## config.mk

```make
export PLATFORM = sky130hd
export DESIGN_NAME = hiscore_upload_src_flat
export DESIGN_NICKNAME = d
export VERILOG_FILES = /design/src/rtl/hiscore_upload_src_pkg.sv /design/src/rtl/hiscore_upload_src_if.sv /design/src/rtl/hiscore_upload_src.sv /design/src/flat_wrapper.sv
export SDC_FILE = /design/constraint.sdc
export NUM_CORES = 1
export LEC_CHECK = 0
export CAP_MARGIN = 5
export CORE_ASPECT_RATIO = 0.75
export CORE_MARGIN = 1
export CORE_UTILIZATION = 40
export DETAILED_ROUTE_END_ITERATION = 10
export GPL_TIMING_DRIVEN = 0
export HOLD_SLACK_MARGIN = 0.03
export PLACE_DENSITY = 0.68
export SYNTH_ARGS = -nofsm -noshare
export SYNTH_HDL_FRONTEND = slang
export SYNTH_SLANG_ARGS = --single-unit
```

## constraint.sdc

```tcl
create_clock -name clk_sys -period 3.57 [get_ports clk_sys]
set_input_delay 0.8925 -clock clk_sys [delete_from_list [all_inputs] [get_ports clk_sys]]
set_output_delay 0.8925 -clock clk_sys [all_outputs]
set_load 0.005 [all_outputs]
```

## src/rtl/hiscore_upload_src_pkg.sv

```systemverilog
// Shared types and constants for the high-score / NVRAM upload source.
// Holds the controller state encoding and the ioctl slot numbers used across emu.
package hiscore_upload_src_pkg;

  typedef enum logic [1:0] {
    StIdle,
    StPause,
    StReady,
    StFetch
  } state_e;

  localparam logic [7:0] NvramIndex = 8'd4;
  localparam logic [7:0] RomIndex   = 8'd0;
  localparam logic [7:0] DipIndex   = 8'd254;

  localparam int unsigned IoctlAddrW = 25;

  // Range check on the full ioctl address, so aliased high addresses pad instead of wrapping.
  function automatic logic addr_in_range(logic [IoctlAddrW-1:0] addr, int unsigned size);
    return {7'd0, addr} < size;
  endfunction

endpackage

```

## src/rtl/hiscore_upload_src_if.sv

```systemverilog
// Bundle of the ioctl upload, core pause and core RAM read signals.
// The slave side is the upload source; the master side is hps_io plus the core.
interface hiscore_upload_src_if #(
  parameter int unsigned ADDR_W = 10
);
  logic              ioctl_upload;
  logic [7:0]        ioctl_index;
  logic              ioctl_rd;
  logic [24:0]       ioctl_addr;
  logic [7:0]        ioctl_din;
  logic              ioctl_wait;
  logic              pause_req;
  logic              pause_ack;
  logic [ADDR_W-1:0] ram_addr;
  logic              ram_rd;
  logic [7:0]        ram_do;
  logic              busy;

  modport master (
    output ioctl_upload, ioctl_index, ioctl_rd, ioctl_addr, pause_ack, ram_do,
    input  ioctl_din, ioctl_wait, pause_req, ram_addr, ram_rd, busy
  );

  modport slave (
    input  ioctl_upload, ioctl_index, ioctl_rd, ioctl_addr, pause_ack, ram_do,
    output ioctl_din, ioctl_wait, pause_req, ram_addr, ram_rd, busy
  );
endinterface

```

## src/rtl/hiscore_upload_src.sv

```systemverilog
// Answers HPS upload byte reads with data fetched from core RAM, pausing the core
// for a consistent snapshot and stretching each read with ioctl_wait.
module hiscore_upload_src
  import hiscore_upload_src_pkg::*;
#(
  parameter logic [7:0]  INDEX   = NvramIndex,
  parameter int unsigned ADDR_W  = 10,
  parameter int unsigned SIZE    = 1024,
  parameter int unsigned RAM_LAT = 2,
  parameter logic [7:0]  PAD     = 8'hFF
) (
  input logic               clk_sys,
  input logic               reset,
  hiscore_upload_src_if.slave bus
);

  localparam int unsigned CntW = 3;

  state_e                  state;
  logic                    sel;
  logic                    sel_q;
  logic                    pend;
  logic [IoctlAddrW-1:0]   pend_addr;
  logic [CntW-1:0]         cnt;
  logic                    req;
  logic [IoctlAddrW-1:0]   req_addr;

  assign sel      = bus.ioctl_upload && (bus.ioctl_index == INDEX);
  assign req      = pend || bus.ioctl_rd;
  assign req_addr = pend ? pend_addr : bus.ioctl_addr;

  always_ff @(posedge clk_sys or posedge reset) begin
    if (reset) begin
      state          <= StIdle;
      sel_q          <= 1'b0;
      pend           <= 1'b0;
      pend_addr      <= '0;
      cnt            <= '0;
      bus.ioctl_din  <= '0;
      bus.ioctl_wait <= 1'b0;
      bus.pause_req  <= 1'b0;
      bus.ram_addr   <= '0;
      bus.ram_rd     <= 1'b0;
      bus.busy       <= 1'b0;
    end else begin
      sel_q      <= sel;
      bus.ram_rd <= 1'b0;
      if (!sel) begin
        // Session closed: drop everything, including an in-flight fetch; ioctl_din keeps its byte.
        if (state != StIdle) begin
          state          <= StIdle;
          pend           <= 1'b0;
          bus.pause_req  <= 1'b0;
          bus.ioctl_wait <= 1'b0;
          bus.busy       <= 1'b0;
        end
      end else begin
        unique case (state)
          StIdle: begin
            if (!sel_q) begin
              bus.pause_req <= 1'b1;
              bus.busy      <= 1'b1;
              state         <= StPause;
            end
          end
          StPause: begin
            if (bus.ioctl_rd && !pend) begin
              pend           <= 1'b1;
              pend_addr      <= bus.ioctl_addr;
              bus.ioctl_wait <= 1'b1;
            end
            if (bus.pause_ack) begin
              state <= StReady;
            end
          end
          StReady: begin
            if (req) begin
              if (!bus.pause_ack) begin
                // Core resumed under us: park the request until the pause is re-acknowledged.
                if (!pend) begin
                  pend           <= 1'b1;
                  pend_addr      <= bus.ioctl_addr;
                  bus.ioctl_wait <= 1'b1;
                end
              end else begin
                pend <= 1'b0;
                if (addr_in_range(req_addr, SIZE)) begin
                  bus.ram_addr   <= req_addr[ADDR_W-1:0];
                  bus.ram_rd     <= 1'b1;
                  bus.ioctl_wait <= 1'b1;
                  cnt            <= CntW'(RAM_LAT);
                  state          <= StFetch;
                end else begin
                  bus.ioctl_din  <= PAD;
                  bus.ioctl_wait <= 1'b0;
                end
              end
            end
          end
          StFetch: begin
            // Reads arriving here violate the wait handshake and are dropped.
            if (cnt == '0) begin
              bus.ioctl_din  <= bus.ram_do;
              bus.ioctl_wait <= 1'b0;
              state          <= StReady;
            end else begin
              cnt <= cnt - 1'b1;
            end
          end
          default: state <= StIdle;
        endcase
      end
    end
  end

endmodule

```

## src/flat_wrapper.sv

```systemverilog
// flat-port wrapper written by rule: the top's interface ports become plain ports
module hiscore_upload_src_flat import hiscore_upload_src_pkg::*;
#(
  parameter logic [7:0]  INDEX   = NvramIndex,
  parameter int unsigned ADDR_W  = 10,
  parameter int unsigned SIZE    = 1024,
  parameter int unsigned RAM_LAT = 2,
  parameter logic [7:0]  PAD     = 8'hFF
)
  (clk_sys, reset, bus_ioctl_upload, bus_ioctl_index, bus_ioctl_rd, bus_ioctl_addr, bus_pause_ack, bus_ram_do, bus_ioctl_din, bus_ioctl_wait, bus_pause_req, bus_ram_addr, bus_ram_rd, bus_busy);
  hiscore_upload_src_if #(.ADDR_W(ADDR_W)) bus_i ();
  input logic clk_sys;
  input logic reset;
  input wire logic [$bits(bus_i.ioctl_upload)-1:0] bus_ioctl_upload;
  input wire logic [$bits(bus_i.ioctl_index)-1:0] bus_ioctl_index;
  input wire logic [$bits(bus_i.ioctl_rd)-1:0] bus_ioctl_rd;
  input wire logic [$bits(bus_i.ioctl_addr)-1:0] bus_ioctl_addr;
  input wire logic [$bits(bus_i.pause_ack)-1:0] bus_pause_ack;
  input wire logic [$bits(bus_i.ram_do)-1:0] bus_ram_do;
  output wire logic [$bits(bus_i.ioctl_din)-1:0] bus_ioctl_din;
  output wire logic [$bits(bus_i.ioctl_wait)-1:0] bus_ioctl_wait;
  output wire logic [$bits(bus_i.pause_req)-1:0] bus_pause_req;
  output wire logic [$bits(bus_i.ram_addr)-1:0] bus_ram_addr;
  output wire logic [$bits(bus_i.ram_rd)-1:0] bus_ram_rd;
  output wire logic [$bits(bus_i.busy)-1:0] bus_busy;
  assign bus_i.ioctl_upload = bus_ioctl_upload;
  assign bus_i.ioctl_index = bus_ioctl_index;
  assign bus_i.ioctl_rd = bus_ioctl_rd;
  assign bus_i.ioctl_addr = bus_ioctl_addr;
  assign bus_i.pause_ack = bus_pause_ack;
  assign bus_i.ram_do = bus_ram_do;
  assign bus_ioctl_din = bus_i.ioctl_din;
  assign bus_ioctl_wait = bus_i.ioctl_wait;
  assign bus_pause_req = bus_i.pause_req;
  assign bus_ram_addr = bus_i.ram_addr;
  assign bus_ram_rd = bus_i.ram_rd;
  assign bus_busy = bus_i.busy;
  hiscore_upload_src #(.INDEX(INDEX), .ADDR_W(ADDR_W), .SIZE(SIZE), .RAM_LAT(RAM_LAT), .PAD(PAD)) u_core (.clk_sys(clk_sys), .reset(reset), .bus(bus_i));
endmodule
```

==> flow_metrics.py <==
metrics = {
    "outcome": {
        "status": "complete, no violations",
    },
    "power_and_ir_drop": {
        "pwr-share-comb": 0.240,
        "pwr_density_cell_mw_per_mm2": 368,
        "intPower_uw": 918,
        "power_switching_uw": 372,
        "clockPowerShare": 0.260,
        "ir_worst_vdd_uv": 175,
        "seqPwrFrac": 0.500,
        "p_leak_uw": 0.00162,
        "sw_frac_of_total": 0.288,
    },
    "worst_hold_path": {
        "min_to": "u_core.pend_addr[19]",
        "min_path_cells": 1,
        "hp-start": "u_core.pend_addr[19]",
        "hold_path.class": "reg2reg",
    },
    "clock_network": {
        "tritoncts": "built",
        "htreeDepth": 2,
        "insertion_delay_ns": 0.31,
        "cts_hold_buffers": 0,
        "clockBufferDepth": 2,
        "cts_buffers": 5,
        "cts.clk_slew.worst_paths_ns": 0.10,
        "clockRootBuffer": "clkbuf_8",
        "cts_sinks": 53,
    },
    "route": {
        "wirelength_mm": 5.47,
        "ant_nets": 0,
        "vias_per_cell": 5.29,
        "drtIter0Drc": 74,
        "route.detailed.drc": 0,
        "wl_per_cell_um": 14.9,
        "via_count": 1945,
        "dr.pass1.iters": 4,
    },
    "floorplan": {
        "die_area_mm2": 0.00688,
        "dieHeight_um": 72.1,
        "design.core.area_mm2": 0.00632,
        "rows": 25,
        "floorplan.initialDensity": 0.415,
        "ioPinCount": 68,
        "die_w_um": 95.5,
    },
    "sta": {
        "tns_ns": 0,
        "finClkSkew_ns": 0.00771,
        "setup_viol": 0,
        "rsz0062_at_grt": "false",
        "hold_viol": 0,
        "tightestPinTransition_ns": 0.563,
        "finalMaxSlewViolations": 0,
        "slew_headroom": 0.623,
        "post-route-period-util": 0.903,
        "maxClockFrequency_mhz": 310,
        "setup_ws_ns": 0.348,
        "period_needed_ns": 3.22,
    },
    "final_layout": {
        "drive_gt1_frac": 0.220,
        "diodes": 0,
        "fin_cells": 368,
        "num-nets-final": 338,
        "fin_area_mm2": 0.00350,
        "area_delta_synth_final_pct": 33.6,
    },
    "setup_path": {
        "reg2reg_from": "u_core.pend",
        "startpoint": "bus_ioctl_addr[16]",
        "rrSetupSlack_ns": 0.92,
        "arrival_ns": 3.42,
        "start_kind": "input port",
        "path_max_fanout": 10,
        "cp-end-kind": "flop",
        "worst-setup-path-type": "in2reg",
        "r2r.worst_path.cells": 6,
        "r2r-end": "u_core.bus.ram_addr[6]",
        "required_ns": 3.77,
    },
    "synthesis": {
        "syn_avg_cell_area_um2": 12.4,
        "muxShareOfSynthArea": 0.218,
        "synthAdderAreaFrac": 0.0286,
        "synthArstFlopShare": 1.00,
        "synth_edf_count": 0,
        "syn_nets": 263,
        "synthXorXnorAreaFrac": 0,
        "synth_cell_types": 45,
        "synthSimpleGateAreaFrac": 0.0988,
        "ys_seq_area_frac": 0.506,
        "synth_top_family_by_area": "multiplexers",
        "synth-seq-cells": 53,
        "syn_area_mm2": 0.00262,
        "netlist_instances": 211,
        "yosys_warnings": 0,
        "synth_compound_area_frac": 0.110,
        "ys.flop_type": "dfrtp_1",
    },
    "grt": {
        "grt_antenna_before_repair": 0,
        "grtUsageTotal": 0.178,
        "grt_pass1_vias": 2021,
        "overflow": 0,
        "grt_pass1_wl_mm": 9.33,
        "grt_start_max_net_pins": 41,
    },
    "placement": {
        "hpwl_mm": 4.00,
        "place_area_mm2": 0.00341,
        "placed_cells": 360,
        "io_buffers": 67,
        "post-place-ws_ns": -0.228,
        "gp_congestion": 0.786,
    },
    "run": {
        "timing.max_cap.violations": 0,
    },
}
synthesized netlist by cell type (4+ instances only):
| cell | count | area (um^2) |
|---|---|---|
| mux2_4 | 9 | 135 |
| o21ai_0 | 7 | 35.0 |
| ha_1 | 6 | 75.1 |
| nand2_1 | 9 | 33.8 |
| mux2_2 | 37 | 417 |
| dfrtp_1 | 53 | 1330 |
| o22a_1 | 8 | 70.1 |
| inv_1 | 13 | 48.8 |
| nor2_1 | 8 | 30.0 |
| or4_1 | 4 | 30.0 |
| clkbuf_1 | 5 | 18.8 |
flip-flops by register name, summed over array words and instances, names as in the netlist:
signal and cells:
u_core.bus.ioctl_wait 1, u_core.bus.ioctl_din 8, u_core.pend_addr 25, u_core.bus.pause_req 1, u_core.state 2, u_core.sel_q 1
u_core.pend 1, u_core.bus.ram_rd 1, u_core.bus.ram_addr 10, u_core.cnt 3
metal layers:
| layer | wire (um) | global-route usage | share of wire | vias to the layer above |
|---|---|---|---|---|
| li1 | - | - | - | 933 |
| met1 | 2580 | 0.241 | 0.47 | 946 |
| met2 | 2360 | 0.275 | 0.43 | 59 |
| met3 | 476 | 0.0660 | 0.087 | 7 |
| met4 | 51 | 0.0415 | 0.0093 | 0 |
| met5 | 0 | 0 | 0 | - |
worst max path at each step:
stage	cells after the start	slack, ns	end
3_3_place_gp	6	-0.20	u_core.pend_addr[4]
6_report	7	0.35	u_core.bus.ram_addr[6]
3_5_place_dp	6	-0.23	u_core.pend_addr[21]
5_1_grt	6	0.11	u_core.pend_addr[5]
2_1_floorplan	6	0.65	u_core.bus.ram_addr[0]
4_1_cts	6	0.08	u_core.pend_addr[21]
critical path: stages:
cell	delay, ns
clkdlybuf4s50_1	0.41
or4_1	0.53
nor2_1	0.28
o211ai_2	0.22
or4_4	0.60
buf_6	0.18
mux2_4	0.30
cells by family after synthesis:
logic type / count (synthesis)
AO/OA/AOI/OAI: 37
adder cells (fa/ha/maj): 6
AND/OR/NAND/NOR: 44
flip-flops: 53
buffers and inverters: 23
multiplexers: 48
stage by stage:
step / util / hold WS (ns) / total power, uW
final: 0.554 / 0.510 / 1290
after global placement: 0.537 / 0.483 / 950
after detailed placement: 0.540 / 0.489 / 962
after global routing: 0.554 / 0.518 / 1370
after floorplan: - / 0.473 / 847
after CTS: 0.553 / 0.511 / 1300
placed cells by master, fill, tap and decap left out, drive strengths merged, types with 2 or more instances in the layout:
master,netlist,final
nand2,9,9
dfrtp,53,53
nand2b,3,3
or4,5,5
clkbuf,5,12
clkdlybuf4s50,0,67
o22ai,5,5
a22oi,2,2
ha,6,6
or3,2,2
inv,13,13
nand4,2,2
nand3b,2,2
mux2i,2,2
a221o,2,2
nand3,2,2
mux2,46,46
nor2,8,8
or4b,2,2
o2111ai,3,3
o22a,8,8
buf,5,6
a21oi,2,2
nor3,2,2
o21ai,7,7
power groups by stage:
stage / Clock (uW) / Sequential, uW / Combinational [uW]
2_1_floorplan: 0 / 653 / 193
3_3_place_gp: 0 / 656 / 294
3_5_place_dp: 0 / 657 / 305
4_1_cts: 344 / 645 / 306
5_1_grt: 371 / 649 / 347
6_report: 336 / 645 / 310
cell type report:
type / count / area [um^2]
Inverter: 13 / 48.8
Fill cell: 557 / 2820
Multi-Input combinational cell: 135 / 1200
Clock inverter: 1 / 7.51
Tap cell: 81 / 101
Clock buffer: 7 / 76.3
Sequential cell: 53 / 1330
Timing Repair Buffer: 68 / 691
Buffer: 10 / 51.3
what timing repair did:
action,CTS,global route
endpoints found under the setup margin,0,20
hold endpoints to repair,0,0
resized for setup,0,1
buffers inserted,0,0
Power figures use the tool's default switching activity.
